File: src/rtl/moving_avg_filter_param.sv
// rtl/moving_avg_filter_param.sv - runtime-windowed moving-average filter with fill phase
module moving_avg_filter_param #(
    parameter int BW           = 16,
    parameter int LOG2_MAX_LEN = 4,
    parameter int ROUND        = 0
) (
    input  logic                                clk_i,
    input  logic                                rst_i,
    input  logic [$clog2(LOG2_MAX_LEN+1)-1:0]   len_sel_i,
    input  logic                                flush_i,
    input  logic                                valid_i,
    input  logic [BW-1:0]                       filter_i,
    output logic                                valid_o,
    output logic [BW-1:0]                       filter_o,
    output logic                                filled_o
);

    localparam int KW = $clog2(LOG2_MAX_LEN+1);
    localparam int PW = LOG2_MAX_LEN;
    localparam int N  = 1 << PW;
    localparam int AW = BW + PW;
    localparam int CW = PW + 1;

    typedef enum logic {FILL, RUN} state_t;

    state_t                 state_q, state_n;
    logic [KW-1:0]          k_q, k_n, k_req;
    logic [PW-1:0]          wr_ptr, rd_ptr;
    logic [CW-1:0]          fill_cnt, fill_n;
    logic [CW-1:0]          l_full, last_cnt;
    logic signed [AW-1:0]   acc_q, acc_n;
    logic signed [AW-1:0]   x_ext, old_ext, rnd_off, sum_r;
    logic [BW-1:0]          filter_n;
    logic [BW-1:0]          filter_q;
    logic                   valid_q;
    logic                   emit;
    logic                   wr_en;
    logic [BW-1:0]          mem [N];

    assign k_req    = (len_sel_i > KW'(LOG2_MAX_LEN)) ? KW'(LOG2_MAX_LEN) : len_sel_i;
    assign l_full   = CW'(1) << k_q;
    assign last_cnt = l_full - CW'(1);
    // For L == N the truncated length is zero, so the oldest word is the slot about to be overwritten.
    assign rd_ptr   = wr_ptr - PW'(l_full);
    assign x_ext    = {{PW{filter_i[BW-1]}}, filter_i};
    assign old_ext  = {{PW{mem[rd_ptr][BW-1]}}, mem[rd_ptr]};

    always_comb begin
        state_n = state_q;
        k_n     = k_q;
        acc_n   = acc_q;
        fill_n  = fill_cnt;
        emit    = 1'b0;
        wr_en   = 1'b0;
        if (flush_i) begin
            k_n     = k_req;
            acc_n   = '0;
            fill_n  = '0;
            state_n = FILL;
        end else if (k_req != k_q) begin
            k_n     = k_req;
            state_n = FILL;
            if (valid_i) begin
                wr_en  = 1'b1;
                acc_n  = x_ext;
                fill_n = CW'(1);
                if (k_req == '0) begin
                    state_n = RUN;
                    emit    = 1'b1;
                end
            end else begin
                acc_n  = '0;
                fill_n = '0;
            end
        end else if (valid_i) begin
            wr_en = 1'b1;
            case (state_q)
                FILL: begin
                    acc_n = acc_q + x_ext;
                    if (fill_cnt == last_cnt) begin
                        state_n = RUN;
                        emit    = 1'b1;
                    end else begin
                        fill_n = fill_cnt + CW'(1);
                    end
                end
                RUN: begin
                    acc_n = acc_q + x_ext - old_ext;
                    emit  = 1'b1;
                end
                default: state_n = FILL;
            endcase
        end
    end

    // Output scaling uses the window the emitted sample belongs to.
    always_comb begin
        rnd_off = '0;
        if (ROUND != 0 && k_n != '0)
            rnd_off = AW'(1) << (k_n - KW'(1));
        sum_r    = acc_n + rnd_off;
        filter_n = BW'(sum_r >>> k_n);
    end

    always_ff @(posedge clk_i) begin
        if (rst_i) begin
            state_q  <= FILL;
            k_q      <= k_req;
            wr_ptr   <= '0;
            fill_cnt <= '0;
            acc_q    <= '0;
            valid_q  <= 1'b0;
            filter_q <= '0;
        end else begin
            state_q  <= state_n;
            k_q      <= k_n;
            acc_q    <= acc_n;
            fill_cnt <= fill_n;
            valid_q  <= emit;
            if (emit)
                filter_q <= filter_n;
            if (wr_en)
                wr_ptr <= wr_ptr + PW'(1);
        end
    end

    always_ff @(posedge clk_i) begin
        if (!rst_i && wr_en)
            mem[wr_ptr] <= filter_i;
    end

    assign valid_o  = valid_q;
    assign filter_o = filter_q;
    assign filled_o = (state_q == RUN);

endmodule

File: config.mk
export PLATFORM = sky130hd
export DESIGN_NAME = moving_avg_filter_param
export DESIGN_NICKNAME = d
export VERILOG_FILES = /design/src/rtl/moving_avg_filter_param.sv
export SDC_FILE = /design/constraint.sdc
export NUM_CORES = 1
export LEC_CHECK = 0
export ABC_AREA = 1
export CAP_MARGIN = 10
export CELL_PAD_IN_SITES_DETAIL_PLACEMENT = 0
export CELL_PAD_IN_SITES_GLOBAL_PLACEMENT = 1
export CORE_MARGIN = 1
export CORE_UTILIZATION = 52
export DETAILED_ROUTE_END_ITERATION = 6
export PLACE_DENSITY = 0.93
export SYNTH_ARGS = -nofsm -noshare
export SYNTH_HDL_FRONTEND = slang
export SYNTH_SLANG_ARGS = --single-unit
File: constraint.sdc
create_clock -name clk_i -period 7.8 [get_ports clk_i]
set_clock_uncertainty 0.1 [all_clocks]
set_input_delay 2.34 -clock clk_i [delete_from_list [all_inputs] [get_ports clk_i]]
set_output_delay 2.34 -clock clk_i [all_outputs]
set_load 0.01 [all_outputs]
==> impl_metrics.json, run 1 <==
{
  "postSynthCellCount": 1682,
  "multi_input_area_mm2": 0.00614,
  "placedCellCount": 2077,
  "hold_violations": 0,
  "clk_pin_slew_worst_paths_ns": 0.06,
  "critPathBufInv": 2,
  "report.final.slew_viol_count": 0,
  "clock_path_buffers": 3,
  "ctsResizeCount": 0,
  "dp_hpwl_um": 27200,
  "cts_max_level": 1,
  "ant_nets": 0,
  "postCtsSetupBuffers": 0,
  "synth_edf_count": 256,
  "final.period_utilization": 0.813,
  "cts_inserted_buffers": 31,
  "ys.flop_type": "edfxtp_1",
  "seq_area_mm2": 0.00869,
  "critPathTopFamily": "simple AND/OR/NAND/NOR gates",
  "endpoint_kind": "flop",
  "overflow": 0,
  "worstMarginPinSlew_ns": 0.922,
  "post-place-ws_ns": 0.950,
  "core_mm2": 0.0291,
  "power_density_mw_per_mm2": 243,
  "fp.dieW_um": 175,
  "io_buffer_count": 40,
  "timing.setup.tns_ns": 0,
  "seq_area_frac_synth": 0.559,
  "async_flop_share": 0,
  "drtIter0Drc": 1347,
  "wl_met2_um": 20000,
  "cts_sinks": 306,
  "critPathMaxStageDelay_ns": 0.74,
  "stdcell_count": 2134,
  "grt_pass1_vias": 11558,
  "dieArea_mm2": 0.0306,
  "via_per_inst": 5.79,
  "die_y_um": 175,
  "grt_pass1_wl_um": 65700,
  "wl_met3_um": 3350,
  "yosys.area.top_type": "edfxtp_1",
  "maxUsedRoutingLayer": "met4",
  "wl_um": 42600,
  "ios": 41,
  "cellLeakagePower_uw": 0.00689,
  "synth_top_cell_area_share": 0.495,
  "crit_slowest_cell": "clkdlybuf4s50_1",
  "avgSynthCellArea_um2": 9.24,
  "root_buffer": "clkbuf_16",
  "start_util": 0.534,
  "cts_hold_buf": 0,
  "antenna_found_initial": 0,
  "status": "finished clean",
  "slew-limit-headroom": 0.383,
  "vias": 12347,
  "cts_tree": "yes",
  "cap_violations": 0,
  "netlist_area_mm2": 0.0155,
  "setup_viol": 0,
  "ys_top_cells_by_count": "nand2_1, edfxtp_1, nor2_1",
  "worstPathMaxFanout": 19,
  "yosysMostFrequentCell": "nand2_1",
  "antenna_cells": 0,
  "worst_setup_path_start_kind": "input port",
  "worst-endpoint-required_ns": 8.20,
  "min_path_type": "flop to flop",
  "grt_max_degree": 66,
  "setup_slack_ns": 1.46,
  "rows": 62,
  "fin_nets": 1802,
  "clock.fmax_ghz": 0.158,
  "criticalPathCategory": "input port to flop",
  "clock_latency_ns": 0.58,
  "grt_setup_unrepaired": "no",
  "grt_util_all_layers": 0.282,
  "drt_pass1_iterations": 6,
  "drt-met1-wl_um": 18500,
  "finalInstanceArea_mm2": 0.0175,
  "placed_area_mm2": 0.0165,
  "synthesis.nets": 1758,
  "synthTopCellsByArea": "edfxtp_1, nand2_1, dfxtp_1",
  "critPathMostFrequentCell": "nand2_1",
  "drc": 0,
  "routedWlPerCell_um": 20.0,
  "fillers": 2481,
  "vdd_drop_max_uv": 198,
  "yosysUniqueCellTypes": 45,
  "period_needed_ns": 6.34,
  "area_growth_pct": 12.8,
  "place.gp.congestion": 0.944,
  "drive_gt1_frac": 0.0920,
  "synth_warnings": 0,
  "arrival_ns": 6.74,
  "ys_ff_latch": 306
}
## power breakdown
part / internal (µW) / switching, µW / leakage (µW) / total (µW)
registers: 1780 / 8.10 / 0.00271 / 1790
clock network: 826 / 612 / 0.000486 / 1440
logic: 346 / 694 / 0.00369 / 1040
## final cells by class
type | count | share of cell area
clock buffer | 36 | 0.0453
clock inverter | 21 | 0.0107
inverter | 119 | 0.0256
multi-input combinational | 1178 | 0.350
sequential | 306 | 0.496
tap | 384 | 0.0274
timing repair buffer | 90 | 0.0450
## final timing paths
path / from / endpoint / slack, ns / depth (start not counted)
worst max-delay path: filter_i[1] / filter_o[9] / 1.46 / 27
worst min-delay path: filter_o[0] / filter_o[0] / 0.37 / 2
worst max register to register: k_q[0] / filter_o[0] / 1.57 / 23
worst min register to register: filter_o[0] / filter_o[0] / 0.37 / 2
## worst reg2reg max path, cell delays in order (launching register included)
cell and delay, ns:
dfxtp_1 0.37, nor3_1 0.53, ha_4 0.26, buf_4 0.56, buf_4 0.71, nand2_1 0.15, a32o_1 0.28, nand2_1 0.05
o21ai_0 0.08, o21ai_0 0.44, ha_1 0.31, fa_1 0.25, inv_1 0.10, a21oi_1 0.15, o21ai_0 0.16, nand3_1 0.09
o21ai_0 0.08, o21ai_0 0.35, nand2_1 0.16, o21ai_0 0.39, o21ai_0 0.13, nor2_1 0.14, o21ai_0 0.16, a21oi_1 0.16
## layout by cell type, fill, tap and decap left out, types with 13 or more instances in the layout
master | Yosys | final
clkdlybuf4s50_1 | 0 | 40
o21ai_0 | 121 | 121
nor2_2 | 2 | 18
clkbuf_16 | 0 | 31
o211ai_1 | 13 | 13
edfxtp_1 | 256 | 256
xor2_1 | 22 | 22
buf_4 | 3 | 49
dfxtp_1 | 50 | 50
nor2_1 | 163 | 147
inv_1 | 110 | 110
nand2_1 | 409 | 409
nand2_2 | 18 | 18
nand3_1 | 130 | 130
ha_1 | 50 | 49
a21oi_1 | 101 | 101
o22ai_1 | 39 | 39
## sequential cells by signal, indices dropped and copies added (netlist names)
signal and flops:
acc_q 20, fill_cnt 5, filled_o 1, filter_o 16, k_q 3, mem 256
valid_o 1, wr_ptr 4
## cell families (layout without fill, tap and decap cells)
kind of cell,count (synthesis),after routing,synth area share
adders and majority gates,53,53,0.0441
and+or+nand+nor,768,768,0.209
AOI/OAI and AO/OA,327,327,0.120
DFF,306,306,0.559
xor gates and xnor gates,30,30,0.0174
buffers and inverters,198,266,0.0504
## per-stage QoR
stage | hold slack [ns] | power, µW | utilization
2_1_floorplan | 0.351 | 2560 | -
3_3_place_gp | 0.356 | 2830 | 0.569
3_5_place_dp | 0.357 | 2850 | 0.569
4_1_cts | 0.366 | 4270 | 0.602
5_1_grt | 0.397 | 4470 | 0.602
6_report | 0.365 | 4270 | 0.602
## metal layers
metal  vias up  global-route usage
met2       468               0.455
met4         0              0.0688
li1       5908                   -
met3        62              0.0315
met5         -                   0
met1      5909               0.408
(Power assumes the default switching activity.)
==> run 2, diff against run 1 <==
CORE_UTILIZATION = 49   (was 52)
PLACE_DENSITY = 0.89   (was 0.93)
clock period = 6.45 ns   (was 7.8 ns; I/O delays follow)
==> run 2 against run 1 <==
  * Cell area grew 0.41%
  * Wire length grew 2.1%
  * Critical path type unchanged
  * Highest routed layer unchanged
  * Sequential cell count is the same
==> impl_metrics.json, run 2 (same netlist as run 1, synthesis figures left out) <==
{
  "hold_violations": 0,
  "cts_sinks": 306,
  "holdPathStages": 2,
  "rows": 64,
  "cts_inserted_buffers": 31,
  "fin_nets": 1810,
  "arrival_ns": 6.21,
  "io_buffer_count": 40,
  "antenna_cells": 0,
  "dp_hpwl_um": 28200,
  "r2r_cells": 32,
  "grt_max_degree": 65,
  "clock.fmax_ghz": 0.171,
  "core_mm2": 0.0309,
  "area_growth_pct": 13.2,
  "slew-limit-headroom": 0.445,
  "hold_end": "filter_o[5]",
  "regMostFlops": "mem",
  "grt_setup_unrepaired": "no",
  "ant_nets": 0,
  "min_path_type": "flop to flop",
  "via_per_inst": 5.80,
  "worstPathMaxFanout": 13,
  "worstHoldStart": "filter_o[5]",
  "criticalPathCategory": "input port to flop",
  "drtIter0Drc": 1312,
  "ctsResizeCount": 0,
  "antenna_found_initial": 0,
  "finalInstanceArea_mm2": 0.0176,
  "place.gp.congestion": 0.970,
  "clock_latency_ns": 0.59,
  "routedWlPerCell_um": 20.2,
  "setup_viol": 0,
  "drc": 0,
  "grt_util_all_layers": 0.266,
  "dieArea_mm2": 0.0324,
  "finalPower_uw": 5190,
  "cellLeakagePower_uw": 0.00691,
  "timing.setup.tns_ns": 0,
  "rrSetupSlack_ns": 0.72,
  "drive_gt1_frac": 0.0957,
  "final.period_utilization": 0.908,
  "grt_pass1_vias": 11693,
  "worst-endpoint-required_ns": 6.80,
  "worstMarginPinSlew_ns": 0.832,
  "wl_um": 43500,
  "endpoint_kind": "flop",
  "final_cell_mix": "nand2_1, edfxtp_1, nor2_1, nand3_1, o21ai_0",
  "postCtsSetupBuffers": 0,
  "status": "finished clean",
  "cts_hold_buf": 0,
  "fp.dieW_um": 180,
  "cts_tree": "yes",
  "grt_pass1_wl_um": 66200,
  "placed_area_mm2": 0.0166,
  "root_buffer": "clkbuf_16",
  "final_common_cell": "nand2_1",
  "drt_pass1_iterations": 7,
  "vias": 12473,
  "report.final.slew_viol_count": 0,
  "ios": 41,
  "reg2reg_from": "k_q[0]",
  "cts_max_level": 1,
  "r2r_end": "filter_o[9]",
  "worst_setup_path_start_kind": "input port",
  "clock_path_buffers": 3,
  "period_needed_ns": 5.86,
  "vdd_drop_max_uv": 245,
  "fin_util": 0.569,
  "clk_pin_slew_worst_paths_ns": 0.06,
  "start_util": 0.503,
  "cap_violations": 0,
  "overflow": 0,
  "power_density_mw_per_mm2": 295,
  "largest_register_ff_count": 256,
  "hold_ws_ns": 0.365,
  "die_y_um": 180
}
[run 2: stage by stage]
step           std cells  setup slack (ns)
5_1_grt             2152             0.186
4_1_cts             2152             0.561
6_report            2152             0.592
2_1_floorplan       1682              1.36
3_3_place_gp        2097            0.0981
3_5_place_dp        2097             0.106
[run 2: layout make-up]
class / instances / area [µm²]
Timing Repair Buffer: 98 / 848
Clock inverter: 19 / 180
Multi-Input combinational cell: 1178 / 6140
Tap cell: 396 / 495
Inverter: 119 / 448
Clock buffer: 36 / 795
Fill cell: 2683 / 13300
Sequential cell: 306 / 8690
[run 2: report_power, final]
part	leakage, µW	total (µW)	switching [µW]	internal (µW)
sequential	0.00271	2160	9.90	2150
combinational	0.00373	1280	855	425
clock	0.000466	1750	754	995
[run 2: per-layer routing]
metal	track usage	wire, µm	vias up
met5	0	0	-
met4	0.0896	1300	0
met3	0.0295	3400	82
met2	0.438	20300	500
met1	0.369	18500	5966
li1	-	-	5925
[run 2: worst max-delay path by stage]
| stage | startpoint | end | slack, ns | cells past startpoint |
|---|---|---|---|---|
| 3_5_place_dp | filter_i[1] | filter_o[9] | 0.11 | 27 |
| 5_1_grt | k_q[0] | filter_o[11] | 0.19 | 33 |
| 6_report | filter_i[1] | filter_o[9] | 0.59 | 27 |
| 3_3_place_gp | filter_i[1] | filter_o[9] | 0.1 | 27 |
| 4_1_cts | k_q[0] | filter_o[9] | 0.56 | 32 |
| 2_1_floorplan | filter_i[0] | filter_o[14] | 1.36 | 30 |
[run 2: worst max-delay path: stages]
cell	delay [ns]
clkdlybuf4s50_1	0.69
ha_1	0.36
a21oi_2	0.17
nand2_2	0.12
a31oi_1	0.23
xor2_1	0.20
inv_1	0.10
ha_1	0.37
nand2_1	0.07
o21ai_0	0.28
nand2_1	0.09
nand3_1	0.12
nand2_1	0.06
inv_1	0.13
nand3_2	0.12
nand2_1	0.10
nand2_1	0.05
nand2_1	0.07
o21bai_1	0.09
nand2_1	0.12
nand2_1	0.09
nand3_1	0.08
nand2_1	0.09
o21ai_1	0.23
nand2_1	0.09
nand3_1	0.09
a21oi_1	0.06
